[config.mk]
export PLATFORM = sky130hd
export DESIGN_NAME = branch_predictor_table_flat
export DESIGN_NICKNAME = d
export VERILOG_FILES = /design/src/rtl/branch_predictor_table_pkg.sv /design/src/rtl/branch_predictor_table_if.sv /design/src/rtl/branch_predictor_table_sat_ctr.sv /design/src/rtl/branch_predictor_table.sv /design/src/flat_wrapper.sv
export SDC_FILE = /design/constraint.sdc
export NUM_CORES = 1
export LEC_CHECK = 0
export CAP_MARGIN = 20
export CORE_ASPECT_RATIO = 1.4
export CORE_MARGIN = 8
export CORE_UTILIZATION = 40
export DETAILED_ROUTE_END_ITERATION = 8
export GPL_ROUTABILITY_DRIVEN = 1
export SLEW_MARGIN = 15
export SYNTH_ARGS = -nofsm -noshare
export SYNTH_HDL_FRONTEND = slang
export SYNTH_SLANG_ARGS = --single-unit
[constraint.sdc]
create_clock -name clk -period 3.4 [get_ports clk]
set_clock_uncertainty 0.2 [all_clocks]
set_input_delay 0.51 -clock clk [delete_from_list [all_inputs] [get_ports clk]]
set_output_delay 0.51 -clock clk [all_outputs]
set_load 0.01 [all_outputs]
[src/rtl/branch_predictor_table_pkg.sv]
// Shared types and saturating-counter helpers for the branch predictor table.
package bp_pkg;

  localparam int unsigned CTR_MAX_W = 4;

  typedef logic [CTR_MAX_W-1:0] ctr_t;

  // Bit 1 set means dynamic (table lookup); 2'b11 also decodes as dynamic.
  typedef enum logic [1:0] {
    OCCR_NT  = 2'b00,
    OCCR_T   = 2'b01,
    OCCR_DYN = 2'b10
  } occr_e;

  function automatic ctr_t ctr_max(input int unsigned w);
    return ctr_t'((32'd1 << w) - 32'd1);
  endfunction

  // Weakly not-taken: 0 followed by all ones.
  function automatic ctr_t ctr_init(input int unsigned w);
    return ctr_t'((32'd1 << (w - 32'd1)) - 32'd1);
  endfunction

  function automatic ctr_t sat_inc(input ctr_t v, input int unsigned w);
    return (v >= ctr_max(w)) ? v : v + ctr_t'(1);
  endfunction

  function automatic ctr_t sat_dec(input ctr_t v);
    return (v == ctr_t'(0)) ? v : v - ctr_t'(1);
  endfunction

endpackage

[src/rtl/branch_predictor_table_if.sv]
// Lookup and resolution bus between fetch/execute and the predictor table.
interface branch_predictor_table_if #(
  parameter int unsigned PC_W   = 32,
  parameter int unsigned IDX_W  = 6,
  parameter int unsigned GHR_W  = 6,
  parameter int unsigned PERF_W = 16
);
  logic [1:0]        branch_occr;
  logic [PC_W-1:0]   pred_pc;
  logic              branch_taken;
  logic [IDX_W-1:0]  pred_idx;
  logic              upd_valid;
  logic [IDX_W-1:0]  upd_idx;
  logic              upd_taken;
  logic              upd_pred;
  logic [GHR_W-1:0]  ghr;
  logic [PERF_W-1:0] mispred_cnt;

  modport master (
    output branch_occr, pred_pc, upd_valid, upd_idx, upd_taken, upd_pred,
    input  branch_taken, pred_idx, ghr, mispred_cnt
  );

  modport slave (
    input  branch_occr, pred_pc, upd_valid, upd_idx, upd_taken, upd_pred,
    output branch_taken, pred_idx, ghr, mispred_cnt
  );
endinterface

[src/rtl/branch_predictor_table_sat_ctr.sv]
// One saturating prediction counter; exposes only its MSB as the taken bit.
module bp_sat_ctr
  import bp_pkg::*;
#(
  parameter int unsigned CTR_W = 2
) (
  input  logic clk,
  input  logic rst_n,
  input  logic en,
  input  logic dir,
  output logic msb
);

  logic [CTR_W-1:0] ctr_q;
  logic [CTR_W-1:0] nxt_c;

  always_comb begin
    nxt_c = ctr_q;
    if (dir) nxt_c = CTR_W'(sat_inc(ctr_t'(ctr_q), CTR_W));
    else     nxt_c = CTR_W'(sat_dec(ctr_t'(ctr_q)));
  end

  always_ff @(posedge clk or negedge rst_n) begin
    if (!rst_n)  ctr_q <= CTR_W'(ctr_init(CTR_W));
    else if (en) ctr_q <= nxt_c;
  end

  assign msb = ctr_q[CTR_W-1];

endmodule

[src/rtl/branch_predictor_table.sv]
// PC-indexed (optionally gshare-hashed) saturating-counter branch predictor
// with resolution-time history and a saturating mispredict counter.
module branch_predictor_table
  import bp_pkg::*;
#(
  parameter int unsigned ENTRIES = 64,
  parameter int unsigned CTR_W   = 2,
  parameter int unsigned GHR_W   = 6,
  parameter int unsigned GSHARE  = 0,
  parameter int unsigned PC_W    = 32,
  parameter int unsigned PERF_W  = 16
) (
  input logic                    clk,
  input logic                    rstn_h,
  branch_predictor_table_if.slave bus
);

  localparam int unsigned IDX_W = $clog2(ENTRIES);

  occr_e             occr;
  logic [IDX_W-1:0]  base_idx;
  logic [IDX_W-1:0]  hist_idx;
  logic [IDX_W-1:0]  idx_c;
  logic [ENTRIES-1:0] ctr_msb;
  logic [GHR_W-1:0]  ghr_q;
  logic [PERF_W-1:0] mis_q;
  logic              mispredict;

  // Lookup: word-aligned PC bits, optionally folded with registered history.
  assign occr     = occr_e'(bus.branch_occr);
  assign base_idx = bus.pred_pc[IDX_W+1:2];
  assign hist_idx = IDX_W'(ghr_q);
  assign idx_c    = (GSHARE != 0) ? (base_idx ^ hist_idx) : base_idx;

  // Dynamic predictions are forced not-taken while reset is held.
  assign bus.branch_taken = occr[1] ? (rstn_h & ctr_msb[idx_c]) : (occr == OCCR_T);
  assign bus.pred_idx     = idx_c;
  assign bus.ghr          = ghr_q;
  assign bus.mispred_cnt  = mis_q;

  logic unused_pc;
  if (PC_W > IDX_W + 2) begin : g_pc_hi
    assign unused_pc = ^{bus.pred_pc[1:0], bus.pred_pc[PC_W-1:IDX_W+2]};
  end else begin : g_pc_lo
    assign unused_pc = ^bus.pred_pc[1:0];
  end

  for (genvar i = 0; i < ENTRIES; i++) begin : g_ctr
    bp_sat_ctr #(.CTR_W(CTR_W)) u_ctr (
      .clk   (clk),
      .rst_n (rstn_h),
      .en    (bus.upd_valid && (bus.upd_idx == IDX_W'(i))),
      .dir   (bus.upd_taken),
      .msb   (ctr_msb[i])
    );
  end

  assign mispredict = bus.upd_taken != bus.upd_pred;

  // History shifts in the resolved outcome; the truncating cast also covers GHR_W=1.
  always_ff @(posedge clk or negedge rstn_h) begin
    if (!rstn_h) begin
      ghr_q <= '0;
      mis_q <= '0;
    end else if (bus.upd_valid) begin
      ghr_q <= GHR_W'({ghr_q, bus.upd_taken});
      if (mispredict && (mis_q != '1)) mis_q <= mis_q + PERF_W'(1);
    end
  end

endmodule

[src/flat_wrapper.sv]
// flat-port wrapper written by rule: the top's interface ports become plain ports
module branch_predictor_table_flat import bp_pkg::*;
#(
  parameter int unsigned ENTRIES = 64,
  parameter int unsigned CTR_W   = 2,
  parameter int unsigned GHR_W   = 6,
  parameter int unsigned GSHARE  = 0,
  parameter int unsigned PC_W    = 32,
  parameter int unsigned PERF_W  = 16
)
  (clk, rstn_h, bus_branch_occr, bus_pred_pc, bus_upd_valid, bus_upd_idx, bus_upd_taken, bus_upd_pred, bus_branch_taken, bus_pred_idx, bus_ghr, bus_mispred_cnt);
  branch_predictor_table_if #(.PC_W(PC_W), .IDX_W(6), .GHR_W(GHR_W), .PERF_W(PERF_W)) bus_i ();
  input logic clk;
  input logic rstn_h;
  input wire logic [$bits(bus_i.branch_occr)-1:0] bus_branch_occr;
  input wire logic [$bits(bus_i.pred_pc)-1:0] bus_pred_pc;
  input wire logic [$bits(bus_i.upd_valid)-1:0] bus_upd_valid;
  input wire logic [$bits(bus_i.upd_idx)-1:0] bus_upd_idx;
  input wire logic [$bits(bus_i.upd_taken)-1:0] bus_upd_taken;
  input wire logic [$bits(bus_i.upd_pred)-1:0] bus_upd_pred;
  output wire logic [$bits(bus_i.branch_taken)-1:0] bus_branch_taken;
  output wire logic [$bits(bus_i.pred_idx)-1:0] bus_pred_idx;
  output wire logic [$bits(bus_i.ghr)-1:0] bus_ghr;
  output wire logic [$bits(bus_i.mispred_cnt)-1:0] bus_mispred_cnt;
  assign bus_i.branch_occr = bus_branch_occr;
  assign bus_i.pred_pc = bus_pred_pc;
  assign bus_i.upd_valid = bus_upd_valid;
  assign bus_i.upd_idx = bus_upd_idx;
  assign bus_i.upd_taken = bus_upd_taken;
  assign bus_i.upd_pred = bus_upd_pred;
  assign bus_branch_taken = bus_i.branch_taken;
  assign bus_pred_idx = bus_i.pred_idx;
  assign bus_ghr = bus_i.ghr;
  assign bus_mispred_cnt = bus_i.mispred_cnt;
  branch_predictor_table #(.ENTRIES(ENTRIES), .CTR_W(CTR_W), .GHR_W(GHR_W), .GSHARE(GSHARE), .PC_W(PC_W), .PERF_W(PERF_W)) u_core (.clk(clk), .rstn_h(rstn_h), .bus(bus_i));
endmodule
==> results_tabular.tex <==
\begin{tabular}{lr}
\hline
Metric & Value \\
\hline
\multicolumn{2}{l}{\textbf{Outcome}} \\
Run status & complete, no violations \\
\multicolumn{2}{l}{\textbf{Setup path}} \\
Data arrival time of the critical path & approximately 2600 ps \\
CP startpoint kind & primary input \\
Register-to-Register Setup Slack & around 1300 ps \\
Type of the worst setup path & in -> out \\
Crit-path cells & dlygate4sd2\_1, mux4\_2, mux4\_2, nor4b\_4, nor3\_1, o21ai\_1, dlygate4sd2\_1 \\
WP buf/inv & 2 \\
Largest fanout on the critical path & 4 \\
Worst reg2reg endpoint & u\_core.bus.mispred\_cnt[15] \\
Worst endpoint required time & 2690 ps \\
Dominant delay contributor by cell family on the critical path & multiplexers \\
Register-to-Register Path Depth & 6 \\
Logic depth of the worst setup path including buffers & 7 \\
Origin of the critical flop-to-flop path & u\_core.bus.mispred\_cnt[0] \\
Critical Path Slowest Stage Cell & sky130\_fd\_sc\_hd\_\_mux4\_2 \\
Peak per-stage delay on the critical path & approximately 530 ps \\
CP Capture Type & primary output \\
\multicolumn{2}{l}{\textbf{Synth}} \\
Xor-xnor portion of the synthesized cell area & 0.0167 \\
Primary flip-flop cell chosen by synthesis mapping & sky130\_fd\_sc\_hd\_\_dfrtp\_1 \\
Flop and latch count out of synthesis & 150 \\
Number of instances in the synthesized netlist & about 930 \\
Number of flops mapped to enable cells by yosys & 0 \\
Post-Syn Nets & 973 \\
Share of synthesized registers carrying an async set or reset & 1.00 \\
Sequential share of the synthesized area & 0.458 \\
Adder and majority cell fraction of the synthesized area & 0.00149 \\
Synthesized-area fraction occupied by and/or/nand/nor cells & 0.200 \\
Syn Std Cell Area & 8370 um\^{}2 \\
Post-synthesis mux area share & 0.0664 \\
Count of warnings emitted by yosys & 0 \\
Post-synthesis average cell area & around 9 um\^{}2 \\
Combinational family with the most area after synthesis & compound AO/OA/AOI/OAI gates \\
Complex-gate fraction of the synthesized area & 0.229 \\
Count of unique library cells instantiated by Yosys & just over 50 \\
\multicolumn{2}{l}{\textbf{GRT}} \\
Remaining Overflow, GRT & 0 \\
Antenna violations before repair & 0 \\
Vias in the first global route & 6,616 \\
Overall track demand over capacity in global routing & 0.175 \\
Global-route wire length before repair & 36,400 um \\
Largest net degree at the start of global routing & 67 \\
\multicolumn{2}{l}{\textbf{Run}} \\
Max-capacitance violation count & 0 \\
\multicolumn{2}{l}{\textbf{Floorplan}} \\
Effective utilization at floorplan & 0.407 \\
Floorplan die height & 187 um \\
Die area & 25,900 um\^{}2 \\
Placement Rows & just over 60 \\
Core area & $\sim$21,000 um\^{}2 \\
Number of top-level pins & 74 \\
Chip width & between 100 and 150 um \\
\multicolumn{2}{l}{\textbf{Drt}} \\
Post-route antenna net violation count & 0 \\
Per-cell routed wire length & approximately 18 um \\
Total wirelength of the detailed-routed design & $\sim$23,000 um \\
Vias & roughly 7,300 \\
DR DRC count & 0 \\
First-pass iteration count of the detailed router & 5 \\
Iter 0 DRT Violations & roughly 540 \\
Number of vias per cell & a little under 6 \\
\multicolumn{2}{l}{\textbf{Pwr}} \\
Worst ir drop on vdd & around 0.00034 V \\
Power per cell area & roughly 470 nW/um\^{}2 \\
Leakage dissipation & 3.42 nW \\
Total power & 4.63 mW \\
\multicolumn{2}{l}{\textbf{Hold path}} \\
Hold Crit Class & reg -> reg \\
Cell count of the worst hold path & 1 \\
Critical hold path startpoint & u\_core.bus.mispred\_cnt[5] \\
WHS Endpoint & u\_core.bus.mispred\_cnt[5] \\
\multicolumn{2}{l}{\textbf{Timing}} \\
Slew Limit Headroom & 0.463 \\
Final setup viols & 0 \\
Share of the clock period used by the worst path after layout & 0.964 \\
Slew at the pin with the worst max-slew slack & 806 ps \\
Total negative setup slack & 0 ps \\
Final worst slack & 123 ps \\
RSZ-0062 raised after global routing & no \\
Endpoints failing hold & 0 \\
Maximum clock frequency & 305 MHz \\
Post-route minimum period & 3280 ps \\
Max-slew violation count & 0 \\
\multicolumn{2}{l}{\textbf{Clock network}} \\
Number of clock sinks seen by CTS & 150 \\
Clock buffer count from CTS & 17 \\
Clock-pin slew on the worst setup and hold paths & approximately 70 ps \\
Max clock buf depth & 2 \\
Clock latency on the worst-skew pair & 430 ps \\
Total number of H-tree levels & 4 \\
Clock Root Buffer & sky130\_fd\_sc\_hd\_\_clkbuf\_16 \\
Clock tree from TritonCTS & built \\
\multicolumn{2}{l}{\textbf{Layout}} \\
Final non-filler cell total & roughly 1,200 \\
Nets & 1,024 \\
Area growth from synthesis to layout & 17.2\% \\
Filler cell count in the final layout & between 1,500 and 2,000 \\
Antenna diode count & 0 \\
Proportion of layout cells with a drive suffix above 1 & 0.169 \\
\multicolumn{2}{l}{\textbf{Placement}} \\
Placed insts & between 1,000 and 1,500 \\
Port-buffer cells & 47 \\
Placer's final routability congestion estimate & between 0.8 and 0.9 \\
Worst slack after detailed placement & -359 ps \\
Detailed Place HPWL & 15,600 um \\
\hline
\end{tabular}
registers in the layout, indices dropped and copies added, names as in the netlist:
name and cells:
u_core.bus.mispred_cnt 16, u_core.g_ctr.u_ctr.ctr_q 128, u_core.bus.ghr 6
Yosys cell counts (8+ instances only):
master                     instances  share of area
sky130_fd_sc_hd__nand3_1          10         0.0060
sky130_fd_sc_hd__a21oi_1          75          0.045
sky130_fd_sc_hd__clkbuf_1         27          0.012
sky130_fd_sc_hd__dfrtp_1          86           0.26
sky130_fd_sc_hd__o21ai_0         156          0.093
sky130_fd_sc_hd__buf_2            10         0.0060
sky130_fd_sc_hd__nand3b_1          8         0.0072
sky130_fd_sc_hd__xnor2_1          13          0.014
sky130_fd_sc_hd__a31oi_1          25          0.019
sky130_fd_sc_hd__mux4_2           16          0.043
sky130_fd_sc_hd__a221o_1          18          0.022
sky130_fd_sc_hd__nor3b_1          24          0.022
sky130_fd_sc_hd__dfstp_2          64           0.20
sky130_fd_sc_hd__o31ai_1          17          0.015
sky130_fd_sc_hd__nor2_1          147          0.066
sky130_fd_sc_hd__a211oi_1         31          0.028
sky130_fd_sc_hd__mux2i_1           9          0.011
sky130_fd_sc_hd__nand2_1          95          0.043
sky130_fd_sc_hd__nor3_1           11         0.0066
worst max-delay path by stage:
stage                     slack [ps]      startpoint          endpoint
final                            120  bus_pred_pc[3]  bus_branch_taken
after global routing              10  bus_pred_pc[2]  bus_branch_taken
after CTS                         90  bus_pred_pc[2]  bus_branch_taken
after detailed placement        -360  bus_pred_pc[3]  bus_branch_taken
after global placement          -340  bus_pred_pc[3]  bus_branch_taken
after floorplan                  780  bus_pred_pc[3]  bus_branch_taken
worst reg2reg max path: cells and delay by family (launching register included):
family / cells / cell delay, ps
XOR/XNOR: 1 / 170
adder cells (fa/ha/maj): 1 / 270
flip-flops: 1 / 420
AND/OR/NAND/NOR: 4 / 980
per-stage QoR:
| step | hold WS (ps) | utilization | cell area (um^2) |
|---|---|---|---|
| floorplan | 14.4 | - | 8370 |
| global placement | 286 | 0.448 | 9210 |
| global route | 317 | 0.477 | 9810 |
| CTS | 305 | 0.477 | 9810 |
| detailed placement | 292 | 0.448 | 9210 |
| finish | 297 | 0.477 | 9810 |
placed cells by master, fill, tap and decap left out, drive strengths merged, types with 2 or more instances in the layout:
master / count
xor2: 3
a211oi: 31
nand2: 96
o21ai: 159
clkdlybuf4s50: 42
or2: 2
inv: 12
clkinvlp: 2
nor4b: 2
a31oi: 25
o211ai: 4
nor4: 6
dlygate4sd2: 3
nand4: 7
clkbuf: 17
bufinv: 2
nand4bb: 6
clkinv: 4
and3b: 2
or4b: 2
nand3: 10
o31ai: 17
nand3b: 8
a21oi: 75
a221o: 18
dfstp: 64
dfrtp: 86
and2: 2
mux2: 7
nor3: 13
nand2b: 6
buf: 34
xnor2: 13
nand4b: 2
mux4: 17
mux2i: 9
nor3b: 25
nor2: 149
metal layers:
metal | up-vias | wire [um] | track usage
li1 | 3537 | - | -
met1 | 3567 | 9640 | 0.211
met2 | 154 | 11200 | 0.293
met3 | 36 | 923 | 0.0325
met4 | 0 | 872 | 0.0885
met5 | - | 0 | 0
final cells by class:
class	count	area (um^2)	share of cell area
Multi-Input combinational cell	724	4290	0.437
Sequential cell	150	3830	0.391
Timing Repair Buffer	80	754	0.0769
Clock buffer	17	425	0.0434
Tap cell	256	320	0.0326
Clock inverter	15	169	0.0172
Inverter	5	18.8	0.00191
power by group:
part | internal (mW) | switching (mW)
Clock | 1.10 | 0.829
Combinational | 0.270 | 0.293
Sequential | 1.98 | 0.161
Total | 3.35 | 1.28
logic make-up (layout without fill, tap and decap cells):
| group | after synthesis | in the layout |
|---|---|---|
| mux | 33 | 33 |
| buf+inv | 53 | 117 |
| xor+xnor | 16 | 16 |
| fa+ha+maj | 1 | 1 |
| simple gates | 343 | 343 |
| compound gates | 331 | 331 |
| flops | 150 | 150 |
timing repair:
| item | CTS | global route |
|---|---|---|
| resized for setup | 4 | 0 |
| hold endpoints to repair | 16 | 0 |
| setup buffers | 0 | 0 |
| endpoints found under the setup margin | 1 | 0 |
| hold buffers | 1 | 0 |
No activity file was read; power rests on OpenSTA's default activity.
==> RTL edit, RTL diff (same flow settings) <==
`PERF_W` is set to 16 in 3 places; all go to 20.
--- a/src/rtl/branch_predictor_table_if.sv
+++ b/src/rtl/branch_predictor_table_if.sv
@@ -3,7 +3,7 @@
   parameter int unsigned PC_W   = 32,
   parameter int unsigned IDX_W  = 6,
   parameter int unsigned GHR_W  = 6,
-  parameter int unsigned PERF_W = 16
+  parameter int unsigned PERF_W = 20
 );
   logic [1:0]        branch_occr;
   logic [PC_W-1:0]   pred_pc;
--- a/src/rtl/branch_predictor_table.sv
+++ b/src/rtl/branch_predictor_table.sv
@@ -8,7 +8,7 @@
   parameter int unsigned GHR_W   = 6,
   parameter int unsigned GSHARE  = 0,
   parameter int unsigned PC_W    = 32,
-  parameter int unsigned PERF_W  = 16
+  parameter int unsigned PERF_W  = 20
 ) (
   input logic                    clk,
   input logic                    rstn_h,
--- a/src/flat_wrapper.sv
+++ b/src/flat_wrapper.sv
@@ -6,7 +6,7 @@
   parameter int unsigned GHR_W   = 6,
   parameter int unsigned GSHARE  = 0,
   parameter int unsigned PC_W    = 32,
-  parameter int unsigned PERF_W  = 16
+  parameter int unsigned PERF_W  = 20
 )
   (clk, rstn_h, bus_branch_occr, bus_pred_pc, bus_upd_valid, bus_upd_idx, bus_upd_taken, bus_upd_pred, bus_branch_taken, bus_pred_idx, bus_ghr, bus_mispred_cnt);
   branch_predictor_table_if #(.PC_W(PC_W), .IDX_W(6), .GHR_W(GHR_W), .PERF_W(PERF_W)) bus_i ();
Ports: changed (resized bus_mispred_cnt); port bits go from 74 to 78. No check against the original RTL was run, so the function may have changed too.
==> RTL edit against the original RTL <==
Sequential power up 3%. Worst hold slack better by 3.2 ps. Wire length up 3.5%. Power up 1.2%. Sequential share of layout area up 0.40 points. Final area up 1.6%. Combinational power up 3.9%. Critical path depth down 1. Global-route usage up 0.67 points. Register-to-register slack worse by 20 ps. Synthesized area up 2.2%. Worst setup slack better by 34 ps. Via count up 1.3%. Sequential cell count up 4.
==> RTL edit: results (changes against the original RTL) <==
stage,metric,value,unit,change
synthesis,Synth area leaders,"dfrtp_1, dfstp_2, o21ai_0",,unchanged
synthesis,"Seq/Total Area, Yosys",0.4597,,was 0.4580
drt,DR vias,7391,,was 7294
power,Leak,3.526,nW,was 3.420 nW
power,Combinational Power Share,0.125,,was 0.122
drt,M1 WL,9881,microns,was 9635 microns
drt,Initial DRC Count,579,,was 537
global_route,GRT Overall Usage,0.1821,,was 0.1755
place,Area after DPL,9374,sq um,was 9209 sq um
cells_and_area,count of plain and timing-repair buffers,77,,was 80
power,PwrDens,470.3,nW/um^2,was 472.0 nW/um^2
place,RD Place Congestion,0.8099,,was 0.8119
cells_and_area,clock network contribution to total cell area,0.05862,,was 0.06056
place,IO buf count,51,,was 47
critical_path,worst path arrival time,2530,ps,was 2570 ps
cells_and_area,multi-input logic area,4373,sq um,was 4292 sq um
global_route,first-pass GRT wire length,37870,microns,was 36390 microns
critical_path,cell count of the worst reg-to-reg path,5,,was 6
cells_and_area,Reg area,3934,sq um,was 3834 sq um
synthesis,commonest cells in the netlist,"o21ai_0, nor2_1, nand2_1",,unchanged
cells_and_area,CLK BUF,20,,was 17
cells_and_area,Signal buf overhead,0.07306,,was 0.07688
cells_and_area,final net count,1043,,was 1024
critical_path,"Slowest-stage cell, CP",mux4_1,,was mux4_2
status,run status,finished clean,,unchanged
timing,measured slew at the worst slew-check pin,830.6,ps,was 806.2 ps
drt,met3 routed WL,815,microns,was 923 microns
cells_and_area,Seq area share,0.3947,,was 0.3907
==> RTL edit: kinds of logic after synthesis <==
kind of cell,Yosys count,share of synthesized area
simple gates,355,0.2028
xor+xnor,20,0.02047
buf+inv,55,0.02924
compound gates,333,0.2227
fa+ha+maj,1,0.001462
flops,154,0.4597
mux,32,0.06361
==> RTL edit: worst paths after layout <==
kind / startpoint / to / slack [ps]
max: u_core.g_ctr[18].u_ctr.ctr_q[1] / bus_branch_taken / 160
min: u_core.bus.mispred_cnt[18] / u_core.bus.mispred_cnt[18] / 300
max reg2reg: u_core.bus.mispred_cnt[3] / u_core.bus.mispred_cnt[19] / 1240
min reg2reg: u_core.bus.mispred_cnt[18] / u_core.bus.mispred_cnt[18] / 300
max in group asynchronous: rstn_h / u_core.g_ctr[35].u_ctr.ctr_q[1] / 860
min in group asynchronous: rstn_h / u_core.g_ctr[12].u_ctr.ctr_q[1] / 310
